==> config.mk <==
export PLATFORM = sky130hd
export DESIGN_NAME = ysyx_22041211_lsu_hs
export DESIGN_NICKNAME = d
export VERILOG_FILES = /design/src/rtl/ysyx_22041211_lsu_hs.sv
export SDC_FILE = /design/constraint.sdc
export NUM_CORES = 1
export LEC_CHECK = 0
export ABC_AREA = 1
export CAP_MARGIN = 20
export CORE_MARGIN = 10
export CORE_UTILIZATION = 39
export DETAILED_ROUTE_END_ITERATION = 7
export PLACE_DENSITY_LB_ADDON = 0.2
export SYNTH_ARGS = -nofsm -noshare
export SYNTH_HDL_FRONTEND = slang
export SYNTH_SLANG_ARGS = --single-unit
==> constraint.sdc <==
create_clock -name clk -period 1.6 [get_ports clk]
set_clock_uncertainty 0.1 [all_clocks]
set_input_delay 0.16 -clock clk [delete_from_list [all_inputs] [get_ports clk]]
set_output_delay 0.16 -clock clk [all_outputs]
set_load 0.01 [all_outputs]
==> src/rtl/ysyx_22041211_lsu_hs.sv <==
// ysyx_22041211_lsu_hs
// Handshaked load/store unit between EXU and WBU. Accepts one instruction at a
// time, issues at most one request on a variable-latency memory bus, performs
// byte-lane alignment, sign/zero extension and misalignment detection, then
// presents the result to writeback.
//
// Ports:
//   clk, rst                      clock, synchronous active-high reset
//   in_valid / in_ready           EXU handshake; inputs latched on accept
//   wd_i, wreg_i, alu_result_i,   instruction fields (alu_result_i is the
//   mem_wdata_i, load_type_i,     effective address for memory ops)
//   store_type_i, csr_wdata_i
//   mem_req_*                     memory request channel (valid/ready)
//   mem_rsp_*                     memory response (single-cycle valid)
//   out_valid / out_ready         WBU handshake
//   wd_o, wreg_o, wdata_o,        writeback fields, stable while out_valid
//   csr_wdata_o, memory_inst_o,
//   err_o                         0 ok, 1 load misaligned, 2 store misaligned,
//                                 3 bus error
module ysyx_22041211_lsu_hs #(
  parameter  int DATA_LEN = 32,
  parameter  int ADDR_LEN = 32,
  localparam int STRB_W   = DATA_LEN / 8,
  localparam int OFF_W    = $clog2(STRB_W)
) (
  input  logic                clk,
  input  logic                rst,
  input  logic                in_valid,
  output logic                in_ready,
  input  logic                wd_i,
  input  logic [4:0]          wreg_i,
  input  logic [DATA_LEN-1:0] alu_result_i,
  input  logic [DATA_LEN-1:0] mem_wdata_i,
  input  logic [2:0]          load_type_i,
  input  logic [1:0]          store_type_i,
  input  logic [DATA_LEN-1:0] csr_wdata_i,
  output logic                mem_req_valid,
  input  logic                mem_req_ready,
  output logic                mem_req_wen,
  output logic [ADDR_LEN-1:0] mem_req_addr,
  output logic [DATA_LEN-1:0] mem_req_wdata,
  output logic [STRB_W-1:0]   mem_req_wstrb,
  input  logic                mem_rsp_valid,
  input  logic [DATA_LEN-1:0] mem_rsp_rdata,
  input  logic                mem_rsp_err,
  output logic                out_valid,
  input  logic                out_ready,
  output logic                wd_o,
  output logic [4:0]          wreg_o,
  output logic [DATA_LEN-1:0] wdata_o,
  output logic [DATA_LEN-1:0] csr_wdata_o,
  output logic                memory_inst_o,
  output logic [1:0]          err_o
);

  typedef enum logic [1:0] {IDLE, REQ, RSP, DONE} state_e;

  state_e              state_q;
  logic                wd_q;
  logic [4:0]          wreg_q;
  logic [DATA_LEN-1:0] alu_q;
  logic [DATA_LEN-1:0] wdata_q;
  logic [DATA_LEN-1:0] csr_q;
  logic [DATA_LEN-1:0] rdata_q;
  logic [2:0]          load_q;
  logic [1:0]          store_q;
  logic [1:0]          err_q;

  // log2 of the access size in bytes. A nonzero load type wins over a store.
  function automatic logic [1:0] size_log(input logic [2:0] lt, input logic [1:0] st);
    logic [1:0] r;
    r = 2'd0;
    if (lt != 3'd0) begin
      case (lt)
        3'd1, 3'd2: r = 2'd0;
        3'd3, 3'd4: r = 2'd1;
        3'd5, 3'd6: r = 2'd2;
        default:    r = 2'd3;
      endcase
    end else begin
      case (st)
        2'd1:    r = 2'd0;
        2'd2:    r = 2'd1;
        default: r = (DATA_LEN == 64) ? 2'd3 : 2'd2;
      endcase
    end
    return r;
  endfunction

  function automatic logic [STRB_W-1:0] size_mask(input logic [1:0] sz);
    logic [STRB_W-1:0] m;
    case (sz)
      2'd0:    m = STRB_W'(1);
      2'd1:    m = STRB_W'(3);
      2'd2:    m = STRB_W'(15);
      default: m = STRB_W'(255);
    endcase
    return m;
  endfunction

  // Accept-time decode of the incoming instruction.
  logic [1:0] in_size;
  logic       in_is_mem;
  logic       in_misal;
  logic [1:0] err_d;

  // NOTE: every always_comb output gets a default first so no path can leave it unassigned and infer a latch.
  always_comb begin
    in_size   = size_log(load_type_i, store_type_i);
    in_is_mem = (load_type_i != 3'd0) || (store_type_i != 2'd0);
    in_misal  = in_is_mem &&
                ((4'(alu_result_i[OFF_W-1:0]) & ((4'd1 << in_size) - 4'd1)) != 4'd0);
    err_d     = 2'd0;
    if (in_misal) err_d = (load_type_i != 3'd0) ? 2'd1 : 2'd2;
  end

  // Decode of the held instruction; all derived from registers so the bus
  // fields stay stable for as long as the request is outstanding.
  logic                held_load;
  logic                held_store;
  logic [1:0]          held_size;
  logic [OFF_W-1:0]    off;
  logic [ADDR_LEN-1:0] full_addr;
  logic [DATA_LEN-1:0] shifted;
  logic [DATA_LEN-1:0] load_ext;

  always_comb begin
    held_load  = (load_q != 3'd0);
    held_store = !held_load && (store_q != 2'd0);
    held_size  = size_log(load_q, store_q);
    off        = alu_q[OFF_W-1:0];
    full_addr  = ADDR_LEN'(alu_q);
    shifted    = rdata_q >> {off, 3'b000};
    case (load_q)
      3'd1:    load_ext = DATA_LEN'(signed'(shifted[7:0]));
      3'd2:    load_ext = DATA_LEN'(shifted[7:0]);
      3'd3:    load_ext = DATA_LEN'(signed'(shifted[15:0]));
      3'd4:    load_ext = DATA_LEN'(shifted[15:0]);
      3'd5:    load_ext = DATA_LEN'(signed'(shifted[31:0]));
      3'd6:    load_ext = DATA_LEN'(shifted[31:0]);
      default: load_ext = shifted;
    endcase
  end

  assign in_ready      = (state_q == IDLE);
  assign mem_req_valid = (state_q == REQ);
  assign mem_req_wen   = held_store;
  assign mem_req_addr  = {full_addr[ADDR_LEN-1:OFF_W], {OFF_W{1'b0}}};
  assign mem_req_wdata = wdata_q << {off, 3'b000};
  assign mem_req_wstrb = size_mask(held_size) << off;

  assign out_valid     = (state_q == DONE);
  assign wd_o          = wd_q && (err_q == 2'd0);
  assign wreg_o        = wreg_q;
  assign wdata_o       = held_load ? load_ext : alu_q;
  assign csr_wdata_o   = csr_q;
  assign memory_inst_o = (load_q != 3'd0) || (store_q != 2'd0);
  assign err_o         = err_q;

  // NOTE: sequential state uses non-blocking assignments so every register samples pre-edge values.
  always_ff @(posedge clk) begin
    if (rst) begin
      state_q <= IDLE;
      wd_q    <= 1'b0;
      wreg_q  <= '0;
      alu_q   <= '0;
      wdata_q <= '0;
      csr_q   <= '0;
      rdata_q <= '0;
      load_q  <= '0;
      store_q <= '0;
      err_q   <= '0;
    end else begin
      case (state_q)
        IDLE: begin
          // Stray responses arriving here are simply not sampled.
          if (in_valid) begin
            wd_q    <= wd_i;
            wreg_q  <= wreg_i;
            alu_q   <= alu_result_i;
            wdata_q <= mem_wdata_i;
            csr_q   <= csr_wdata_i;
            load_q  <= load_type_i;
            store_q <= store_type_i;
            rdata_q <= '0;
            err_q   <= err_d;
            state_q <= (!in_is_mem || in_misal) ? DONE : REQ;
          end
        end
        REQ: begin
          // Stores also go through RSP to wait for their write-ack.
          if (mem_req_ready) state_q <= RSP;
        end
        RSP: begin
          if (mem_rsp_valid) begin
            rdata_q <= mem_rsp_rdata;
            if (mem_rsp_err) err_q <= 2'd3;
            state_q <= DONE;
          end
        end
        DONE: begin
          if (out_ready) state_q <= IDLE;
        end
        default: state_q <= IDLE;
      endcase
    end
  end

endmodule

==> metrics.log <==
[metrics] antenna violations before repair: 4
[metrics] WP data required: 1.34 ns
[metrics] final net count: 1,545
[metrics] clock tree from TritonCTS: done
[metrics] cell mode on critical path: sky130_fd_sc_hd__buf_6
[metrics] number of H-tree levels: 4
[metrics] GRT Total Usage: between 20% and 30%
[metrics] total die area: around 24,000 um2
[metrics] maximum number of pins on one net before global-route repair: 39
[metrics] arrival time reported for the critical path endpoint: around 2 ns
[metrics] setup slack of the worst register-to-register path: -0.03 ns
[metrics] violated checks: setup timing
[metrics] CTS clock-pin slew for the worst setup and hold paths: 0.07 ns
[metrics] critical path startpoint: alu_q[0]
[metrics] path type of the worst setup path: reg -> out
[metrics] Inst Count DP: ~1,500
[metrics] critical path endpoint: wdata_o[25]
[metrics] number of global-route vias before repair: 8,161
[metrics] number of remaining DRC errors: 0
[metrics] leakage power summed over all cells: between 5 and 6 nW
[metrics] capturing point of the worst reg2reg path: rdata_q[13]
[metrics] Netlist cell types: 29
[metrics] remaining global-route overflow: 0
[metrics] Routed met3 length: 3060 um
[metrics] drt pass-1 iters: 7
[metrics] core area: around 18,000 um2
[metrics] DR top layer: met5
[metrics] number of endpoints with negative hold slack in the final report: 0
[metrics] register bit total from synthesis: 143
[metrics] Worst setup SP type: flip-flop
[metrics] largest fanout on the critical path: 7
[metrics] Clock Path Buffers: 2
[metrics] synthesized instance count: around 1,000
[metrics] clk sinks: around 140
[metrics] TritonCTS buffer count: 17
[metrics] overall power consumption: roughly 0.023 W
[metrics] unrepaired setup endpoints after global routing: yes
[metrics] # rows: 49
[metrics] final worst setup slack: -0.660 ns
[metrics] routed vias: between 8,000 and 9,000
[metrics] count of cells along the worst hold path: 3
[metrics] insertion delay to the later sink of the worst-skew pair: 0.42 ns
[metrics] min Tclk post-route: ~2.3 ns
[metrics] number of vias per cell: about 5.3
[metrics] total of buffers placed on input and output ports: ~290
[metrics] Min-Delay Path Class: in -> reg
[metrics] per-instance average area after synthesis: between 6 and 7 um2
[metrics] register area share after synthesis: 40.4%
[metrics] DRT met1 WL: 12,200 um
[metrics] final total negative setup slack: -30.56 ns
[metrics] Reg2Reg Depth: 9
[metrics] weighted congestion at the end of routability-driven global placement: 0.894
[metrics] maximum single-stage delay on the critical path: 0.39 ns
[metrics] Synth Warn #: 0
[metrics] Total Wirelength: between 30,000 and 40,000 um
[metrics] Slew Limit Fails: 0
[metrics] HPWL Detailed: around 21,000 um
[metrics] top-level port count: 291
[metrics] Cell Pwr Density: 1780 nW/um2
[metrics] run status: finished with violations
[metrics] Layout Area Growth over Synthesis: 84.7%
[metrics] number of nets still failing antenna checks after routing: 0
[metrics] global-route wire length before repair: 44,800 um
[metrics] starting density of the core: ~40%
[metrics] die extent in x: between 150 and 200 um
[metrics] worst vdd rail ir drop: between 1 and 1.5 mV
[metrics] # hold bufs at CTS: 0
[metrics] root buffer cell: sky130_fd_sc_hd__clkbuf_16
[metrics] layout cell share with drive strength beyond 1: 35.1%
[metrics] starting DRC count in detailed routing: approximately 590
[metrics] final instance count without filler cells: between 1,500 and 2,000
[metrics] slowest stage cell, crit path: sky130_fd_sc_hd__dfxtp_4
[metrics] # setup viols final: 74
[metrics] netlist area before placement: slightly above 7000 um2
[metrics] FF-to-FF Start: state_q[1]
[metrics] CP cell instances: buf_6 -> nand2_4 -> o21ai_4 -> o22ai_2 -> nand2_2 -> nand2_4 -> clkinvlp_4 -> buf_6 -> buf_6 -> nand2_4 -> buf_6
[metrics] element type at the critical path end: output pin
[metrics] Die Y-Extent: approximately 150 um
[metrics] maximum clock rate: 443 MHz
[metrics] WL/cell: slightly below 20 um
[metrics] Met2 Routed Length: 15,300 um
[metrics] # Max-Cap Violations: 0
[metrics] final critical-path share of the clock period: 141%
[synth_stat cells]
master / n / area, um2
sky130_fd_sc_hd__nor2_1: 251 / 942
sky130_fd_sc_hd__nor3_1: 17 / 85.1
sky130_fd_sc_hd__o21ai_4: 1 / 16.3
sky130_fd_sc_hd__nand3_4: 1 / 17.5
sky130_fd_sc_hd__clkbuf_1: 29 / 109
sky130_fd_sc_hd__buf_1: 6 / 22.5
sky130_fd_sc_hd__nor2_4: 2 / 22.5
sky130_fd_sc_hd__or2_2: 3 / 18.8
sky130_fd_sc_hd__o21ai_0: 147 / 736
sky130_fd_sc_hd__inv_2: 6 / 22.5
sky130_fd_sc_hd__a22oi_1: 9 / 67.6
sky130_fd_sc_hd__nand2_1: 102 / 383
sky130_fd_sc_hd__nand3_2: 1 / 10.0
sky130_fd_sc_hd__a21oi_1: 77 / 385
sky130_fd_sc_hd__o32ai_1: 6 / 52.6
sky130_fd_sc_hd__buf_12: 1 / 20.0
sky130_fd_sc_hd__conb_1: 1 / 3.75
sky130_fd_sc_hd__nand2_2: 14 / 87.6
sky130_fd_sc_hd__buf_4: 46 / 345
sky130_fd_sc_hd__ha_1: 8 / 100
sky130_fd_sc_hd__o22ai_1: 5 / 31.3
sky130_fd_sc_hd__buf_2: 24 / 120
sky130_fd_sc_hd__nand3_1: 54 / 270
sky130_fd_sc_hd__a31oi_1: 7 / 43.8
sky130_fd_sc_hd__buf_6: 1 / 11.3
sky130_fd_sc_hd__clkbuf_2: 2 / 10.0
sky130_fd_sc_hd__inv_1: 39 / 146
sky130_fd_sc_hd__dfxtp_1: 143 / 2860
sky130_fd_sc_hd__o21ai_1: 29 / 145
[worst min path at each step]
stage,slack [ns],endpoint,startpoint
2_1_floorplan,0.21,csr_wdata_o[0],csr_wdata_i[0]
3_3_place_gp,0.36,wreg_o[2],wreg_o[2]
3_5_place_dp,0.37,csr_wdata_o[25],csr_wdata_o[25]
4_1_cts,0.19,rdata_q[18],mem_rsp_rdata[18]
5_1_grt,0.21,rdata_q[29],mem_rsp_rdata[29]
6_report,0.21,rdata_q[30],mem_rsp_rdata[30]
[layout make-up]
class / instances / area [um2]
well taps: 229 / 287
repair inverters: 1 / 7.51
clock inverters: 15 / 149
clock buffers: 17 / 425
inverters: 45 / 211
diodes: 3 / 7.51
fillers: 1350 / 4810
flip-flops and latches: 143 / 2890
repair buffers: 446 / 4560
multi-input cells: 737 / 4560
[stage by stage]
stage          setup slack [ns]  cell area, um2  hold WS (ns)  util, %
6_report                 -0.660           13100         0.213     73.1
5_1_grt                  -0.716           13100         0.213     73.1
4_1_cts                  -0.584           12000         0.193     66.9
3_5_place_dp             -0.605           10500         0.371     58.6
3_3_place_gp             -0.558           10500         0.360     58.6
2_1_floorplan           0.00294            7090         0.209        -
[registers in the layout, indices dropped and copies added, names as in the netlist]
signal       cells
alu_q           32
csr_wdata_o     32
err_o            2
load_q           3
rdata_q         32
state_q          2
store_q          2
wd_q             1
wdata_q         32
wreg_o           5
[cell usage in the layout (no fill, tap or decap), types with 26 or more instances in the layout]
master                            netlist  routed
sky130_fd_sc_hd__o21ai_0              147     114
sky130_fd_sc_hd__nor2_1               251     215
sky130_fd_sc_hd__a21oi_1               77      52
sky130_fd_sc_hd__dlygate4sd2_1          0      34
sky130_fd_sc_hd__clkdlybuf4s50_1        0     156
sky130_fd_sc_hd__buf_4                 46      77
sky130_fd_sc_hd__nand3_2                1      26
sky130_fd_sc_hd__buf_2                 24      39
sky130_fd_sc_hd__inv_1                 39      30
sky130_fd_sc_hd__o21ai_1               29      36
sky130_fd_sc_hd__dfxtp_1              143     133
sky130_fd_sc_hd__nand2_1              102      75
sky130_fd_sc_hd__buf_6                  1      75
[per-layer routing]
layer,track usage [%],up-vias
li1,-,4106
met1,26.0,4041
met2,37.3,467
met3,9.37,98
met4,11.6,2
met5,0,-
[critical path, delay by kind of cell (launching register included)]
kind | cells | cell delay, ns
and+or+nand+nor | 4 | 0.33
buffers and inverters | 5 | 0.64
DFF | 1 | 0.39
AOI/OAI and AO/OA | 2 | 0.21
[where the power goes]
group / total (W) / switching [W] / internal [W]
logic: 0.0141 / 0.00739 / 0.00669
registers: 0.00522 / 0.000756 / 0.00447
clock network: 0.00397 / 0.00177 / 0.00220
total: 0.0233 / 0.00992 / 0.0134
[timing repair]
item	4_1_cts	5_1_grt
endpoints found under the setup margin	201	131
buffers inserted	45	27
gates cloned	8	1
gates resized for setup	568	239
hold endpoints to repair	0	0
pin swaps	48	64
[cell families (layout without fill, tap and decap cells)]
family                   Yosys count  count (layout)  share of synthesized area [%]
buffers and inverters            154             524                           11.4
AND/OR/NAND/NOR                  445             446                           25.9
adder cells (fa/ha/maj)            8               8                           1.41
AO/OA/AOI/OAI                    281             281                           20.8
flip-flops                       143             143                           40.4
other                              1               5                         0.0529
Power figures use the tool's default switching activity.
